## config.mk

```make
export PLATFORM = sky130hd
export DESIGN_NAME = seq_alu
export DESIGN_NICKNAME = d
export VERILOG_FILES = /design/src/rtl/seq_alu.sv
export SDC_FILE = /design/constraint.sdc
export NUM_CORES = 1
export LEC_CHECK = 0
export BUFFER_PORTS_ARGS = -buffer_cell sky130_fd_sc_hd__buf_2
export CAP_MARGIN = 20
export CORE_UTILIZATION = 60
export DETAILED_ROUTE_END_ITERATION = 8
export PLACE_DENSITY = 0.8
export SLEW_MARGIN = 5
export SYNTH_ARGS = -nofsm -noshare
export SYNTH_HDL_FRONTEND = slang
export SYNTH_SLANG_ARGS = --single-unit
```

## constraint.sdc

```tcl
create_clock -name clk -period 2.1 [get_ports clk]
set_input_delay 0.21 -clock clk [delete_from_list [all_inputs] [get_ports clk]]
set_output_delay 0.21 -clock clk [all_outputs]
set_load 0.05 [all_outputs]
```

## src/rtl/seq_alu.sv

```systemverilog
// seq_alu: handshaked sequential ALU with IDLE/BUSY/DONE control and a W-step shift-add multiplier.
// Define SEQ_ALU_MUL_EN to build the multiplier; otherwise opcode 1000 is reported as illegal.
module seq_alu #(
    parameter int W   = 9,
    parameter int SHW = $clog2(W + 1)
) (
    input  logic         clk,
    input  logic         rst_n,
    input  logic         in_valid,
    output logic         in_ready,
    input  logic [3:0]   alu_cmd,
    input  logic [W-1:0] inA,
    input  logic [W-1:0] inB,
    output logic         out_valid,
    input  logic         out_ready,
    output logic [W-1:0] rslt,
    output logic         flag,
    output logic         zero,
    output logic         err
);
`ifdef SEQ_ALU_MUL_EN
    typedef enum logic [1:0] {IDLE, BUSY, DONE} state_t;
`else
    typedef enum logic [1:0] {IDLE, DONE} state_t;
`endif
    state_t         state_q;
    logic [W-1:0]   rslt_q;
    logic           flag_q, zero_q, err_q;
    logic [W-1:0]   res_d;
    logic           flg_d, err_d;
    logic [SHW-1:0] sh;
    logic [W:0]     add_w, sub_w, lsl_w, lsr_w;

    assign sh    = inB[SHW-1:0];
    assign add_w = {1'b0, inA} + {1'b0, inB};
    assign sub_w = {1'b0, inA} - {1'b0, inB};
    // Guard bits catch the last bit shifted out; over-range shifts fall off to zero.
    assign lsl_w = {1'b0, inA} << sh;
    assign lsr_w = {inA, 1'b0} >> sh;

    always_comb begin
        res_d = '0;
        flg_d = 1'b0;
        err_d = 1'b0;
        case (alu_cmd)
            4'h0:    {flg_d, res_d} = add_w;
            4'h1:    {flg_d, res_d} = lsl_w;
            4'h2:    {res_d, flg_d} = lsr_w;
            4'h3:    res_d = inA ^ inB;
            4'h4:    res_d = inA & inB;
            4'h5:    res_d = inA | inB;
            4'h6:    {flg_d, res_d} = sub_w;
            4'h7:    flg_d = (inA == inB);
            default: err_d = 1'b1;
        endcase
    end

`ifdef SEQ_ALU_MUL_EN
    localparam int CW = $clog2(W);
    localparam logic [CW-1:0] LAST = CW'(W - 1);
    logic [W-1:0]   mcand_q;
    logic [2*W-1:0] prod_q, prod_d;
    logic [CW-1:0]  cnt_q;
    logic [W:0]     psum;
    // Multiplier starts in the low half and is consumed one bit per step as the sum shifts in.
    assign psum   = {1'b0, prod_q[2*W-1:W]} + (prod_q[0] ? {1'b0, mcand_q} : '0);
    assign prod_d = {psum, prod_q[W-1:1]};
`endif

    always_ff @(posedge clk or negedge rst_n) begin
        if (!rst_n) begin
            state_q <= IDLE;
            rslt_q  <= '0;
            flag_q  <= 1'b0;
            zero_q  <= 1'b1;
            err_q   <= 1'b0;
`ifdef SEQ_ALU_MUL_EN
            mcand_q <= '0;
            prod_q  <= '0;
            cnt_q   <= '0;
`endif
        end else begin
            case (state_q)
                IDLE: if (in_valid) begin
`ifdef SEQ_ALU_MUL_EN
                    if (alu_cmd == 4'h8) begin
                        state_q <= BUSY;
                        mcand_q <= inA;
                        prod_q  <= {{W{1'b0}}, inB};
                        cnt_q   <= '0;
                    end else
`endif
                    begin
                        state_q <= DONE;
                        rslt_q  <= res_d;
                        flag_q  <= flg_d;
                        zero_q  <= (res_d == '0);
                        err_q   <= err_d;
                    end
                end
`ifdef SEQ_ALU_MUL_EN
                BUSY: begin
                    prod_q <= prod_d;
                    cnt_q  <= cnt_q + 1'b1;
                    if (cnt_q == LAST) begin
                        state_q <= DONE;
                        rslt_q  <= prod_d[W-1:0];
                        flag_q  <= |prod_d[2*W-1:W];
                        zero_q  <= (prod_d[W-1:0] == '0);
                        err_q   <= 1'b0;
                    end
                end
`endif
                DONE: if (out_ready) state_q <= IDLE;
                default: state_q <= IDLE;
            endcase
        end
    end

    assign in_ready  = (state_q == IDLE);
    assign out_valid = (state_q == DONE);
    assign rslt      = rslt_q;
    assign flag      = flag_q;
    assign zero      = zero_q;
    assign err       = err_q;
endmodule

```

# == Word level (Yosys, flattened, before mapping) ==
# Cells that the tools add are included.
# op_classes
n_eq_ne,11
muxes,6
n_shift,2
reduce_logical,6
addsub,2
n_bitwise,3
# op_table
op,n
case mux 9 bit (7 select lines),1
equality test 4 x 3 -> 1 bit (second input constant),4
adder 9 x 9 -> 10 bit,1
left shift 9 x 4 -> 10 bit,1
>> shifter 10 x 4 -> 10 bit,1
subtractor 9 x 9 -> 10 bit,1
AND 9 bit,1
equality test 9 bit,1
zero test 9 bit,1
OR 9 bit,1
bitwise XOR 9 bit,1
equality test 4 x 2 -> 1 bit (second input constant),2
OR reduction 8 bit,1
case mux 1 bit (5 select lines),1
equality test 4 x 1 -> 1 bit (second input constant),1
zero test 4 bit,1
2-to-1 mux 2 bit,2
case mux 2 bit (2 select lines),1
AND reduction 2 bit,2
equality test 2 x 1 -> 1 bit (second input constant),1
zero test 2 bit,1
!= test 2 x 1 -> 1 bit (second input constant),1
!= test 2 bit (second input constant),1
2-to-1 mux 1 bit,1
# word_totals
out_inout_bits,14
reg_bits,14
wordCells,35

# == Logic depth before layout (Yosys ltp) ==
# logic_depth
ltp_word,3
mapped_depth,11
depth_no_buf,11

# == Worst setup path before layout ==
# Ideal clock, no wire load.
# synth_timing
path_kind,in2reg
startpoint,input inB[3]
endpoint,"register zero_q, in the netlist zero"
path_slack_ps,-441
t_arrival_ps,2455
stages,11
path_buffers,2
cell_sequence,clkbuf_1 -> inv_1 -> ha_1 -> buf_2 -> or3b_1 -> nand3_1 -> o221a_2 -> o2111ai_1 -> nor4_1 -> nand4_1 -> o31ai_2
# synth_between
elab_chain_len,3
# synth_lines
element,line,source
from (decl),13,"input logic [W-1:0] inB,"
"subtractor 9 x 9 -> 10 bit, or another cell as far along",36,"assign sub_w = {1'b0, inA} - {1'b0, inB};"
case mux 9 bit (7 select lines) *,45,case (alu_cmd)
zero test 9 bit *,97,zero_q <= (res_d == '0);
to (signal assigned),97,
to (decl),28,"logic flag_q, zero_q, err_q;"
# Mark *: on every way between the ends. The rest lies on a longest branch, timed or not.
# A chain may end at the register's enable or synchronous reset.

# == Final worst setup path ==
# layout_timing
startpoint,input inA[2]
endpoint,"register zero_q, in the netlist zero"
# layout_between
elab_chain_len,3
# layout_lines
element,line,source
from (decl),12,"input logic [W-1:0] inA,"
"subtractor 9 x 9 -> 10 bit, or another cell as far along",36,
case mux 9 bit (7 select lines) *,45,
zero test 9 bit *,97,
# Marks and branches as above.

==> run metrics <==
area leader, netlist=ha_1; part of the cycle the worst path needs=125.3%; drt pass-1 iters=9; fraction of layout cells with a size suffix above 1=45.24%; violated checks=DRC, setup timing; grt total ovfl=0; Lkg Pwr=1.885 nW; sequential element share of the synthesized area=11.86%; area share of xor/xnor cells in the synthesized design=1.590%; HP Class=input pin to flip-flop; Unique masters post-synth=82; Synth Warn #=0; Core Area=0.004384 mm²; worst-case clock buffer depth=2; Worst Path Required=2.28 ns; vias in the first global route=3485; Design Power=0.001867 W; main combinational cell family by area after synthesis=compound AO/OA/AOI/OAI gates; unrepaired setup endpoints after global routing=true; maximum capacitance violations=0; Die H=69.75 µm; multiplexer area fraction after synthesis=11.86%; HPWL Detailed=7.755 mm; Yosys reg bits=13; first-pass GRT wire length=17.07 mm; final hold violations=0; most common cell in the netlist=inv_1; ranking of synthesized cells by area=ha_1 13%, dfrtp_1 11%, mux2i_1 5.5%; outcome=complete, but fails checks; clk root buf=clkbuf_8; top_reg_cell synth=dfrtp_1; Setup TNS=-2.897 ns; Post-synth EDFFs=0; clock transition at the registers of the reported paths=0.06 ns; Area Growth Syn to Fin=47.16%; Rel. slew slack=26.39%; area share of the largest cell type after synthesis=12.72%; Vias/cell=8.239; Die X=69.75 µm; register area=326.6 µm²; Num Clock Sinks=13; slew at the pin with the worst max-slew slack=1.096 ns; final setup violating endpoints=11; Critical path destination=zero$_DFFE_PN1P_; Syn Nets=397; initial core utilization=62.81%; gr usage total=44.96%; WL final=15.95 mm; Power per Cell Area=460.7 mW/mm²; R2R depth=7; Setup WS post-layout=-0.5321 ns; CTS tree=done; CP Launch Type=input pin; Synth Cell Area=0.002754 mm²; Synth Area in Compound Gates=28.81%; I/O Buffers=39; Synth top cells by count=31 x inv_1, 28 x ha_1, 27 x nand2_1; placer congestion estimate=1.060; largest net degree at the start of global routing=24; Residual DRC=147; Crit Reg-Reg Endpoint=flag$_DFFE_PN0P_; final antenna diode count=0; Max IR drop VDD=316.5 µV; CTS H-Tree Depth=1; share of synthesized registers carrying an async set or reset=100.0%; clock buffer count from CTS=3; Worst Setup End Kind=flip-flop; Max Clock Freq=0.3799 GHz; multi-input logic area=0.002479 mm²; Post-Synth Simple-Gate Area=21.94%; Wirelength per Cell=31.02 µm; antenna-violating nets left=0; worst skew pair latency=0.26 ns; DR vias=4235; post-route clock skew=0.008832 ns; initial antenna violation count=0; crit path from=inA[2]; post-synthesis adder-cell area fraction=14.18%; worst r2r src=state_q[0]$_DFFE_PN0P_; path type of the worst setup path=input pin to flip-flop; IO Pins=40; num rows=24; reg2reg setup slack=0.02 ns; First DRT Iteration DRCs=1281; Mean Syn Cell Area=8.076 µm²; # fillers=157; min Tclk post-route=2.632 ns; arrival time at the worst endpoint=2.81 ns; Final Net Count=519; Syn Inst Count=341; Critical Path Fanout Max=6; Final Max Slew Viols=0; full die area=0.004865 mm²
## timing repair
action	CTS	global route
setup buffers	2	6
pin swaps	7	18
hold endpoints to repair	12	0
hold buffers	1	0
resized for setup	25	43
endpoints found under the setup margin	5	9
## logic make-up after synthesis
family                     after synthesis
AOI/OAI and AO/OA                      109
and+or+nand+nor                        102
xor gates and xnor gates                 5
DFF                                     13
adders and majority gates               30
muxes                                   25
buffers and inverters                   57
## how the worst min path moves through the flow
stage               cells past startpoint      start                endpoint  slack [ns]
floorplan                               0      rst_n         err$_DFFE_PN0P_       -0.09
global placement                        1      rst_n     rslt[1]$_DFFE_PN0P_         0.1
detailed placement                      1      rst_n     rslt[1]$_DFFE_PN0P_        0.11
CTS                                     2  out_ready  state_q[0]$_DFFE_PN0P_        0.16
global route                            2  out_ready  state_q[0]$_DFFE_PN0P_        0.12
finish                                  2  out_ready  state_q[0]$_DFFE_PN0P_        0.16
## report_power, final
part / internal [W] / total (W) / switching (W)
sequential: 0.000303 / 0.000341 / 0.0000378
clock: 0.000135 / 0.000236 / 0.000101
combinational: 0.000475 / 0.00129 / 0.000816
total: 0.000913 / 0.00187 / 0.000954
## placed cells by master, fill, tap and decap left out, types with 3 or more instances in the layout
cell type / instances
a21oi_1: 18
nor2b_1: 4
and2_1: 3
dfrtp_1: 12
o21ai_1: 4
mux2i_1: 14
buf_6: 4
inv_1: 27
mux4_2: 3
o211ai_1: 5
nand2_1: 27
nand3_1: 7
a21o_1: 6
nand2b_1: 3
ha_1: 23
mux2_2: 5
clkbuf_8: 3
inv_2: 3
a31oi_1: 4
nor3_1: 8
o21ai_0: 19
buf_2: 35
nor2_1: 16
buf_4: 100
a221oi_2: 4
ha_4: 4
a211oi_1: 3
## metal layers
| layer | up-vias | routed length, µm | GRT usage [%] |
|---|---|---|---|
| met5 | - | 0 | 0 |
| met4 | 0 | 2355 | 29.11 |
| met3 | 301 | 2654 | 8.721 |
| met2 | 592 | 6192 | 75.40 |
| met1 | 1819 | 4744 | 52.08 |
| li1 | 1523 | - | - |
## state kept, by name, summed over array words and instances (netlist names)
signal,flops
state_q,1
flag,1
rslt,9
zero,1
err,1
## per-stage QoR
step                setup slack [ns]  hold slack [ns]  util, %  area [µm²]  std cells
floorplan                    -0.2585         -0.08559        -        2764        341
finish                       -0.5321           0.1625    92.44        4053        514
CTS                          -0.1347           0.1579    86.02        3771        508
detailed placement           -0.6021           0.1103    81.65        3580        501
global route                 -0.5124           0.1230    92.44        4053        514
global placement             -0.3735          0.09978    81.65        3580        501
## critical path: stages
cell and delay [ns]:
buf_2 0.12, inv_1 0.17, ha_4 0.27, buf_4 0.17
a21oi_1 0.26, nand2_1 0.16, buf_4 0.19, a221oi_4 0.34
mux2i_1 0.21, nor4b_4 0.35, nand2_1 0.12, o31ai_2 0.24
## area by class of cell
class                           instances  share of cell area (%)
Clock buffer                            4                   1.111
Multi-Input combinational cell        271                   61.16
Inverter                               31                   2.933
Timing Repair Buffer                  143                   25.13
Tap cell                               52                   1.605
Sequential cell                        13                   8.058
No activity file was read; power rests on OpenSTA's default activity.
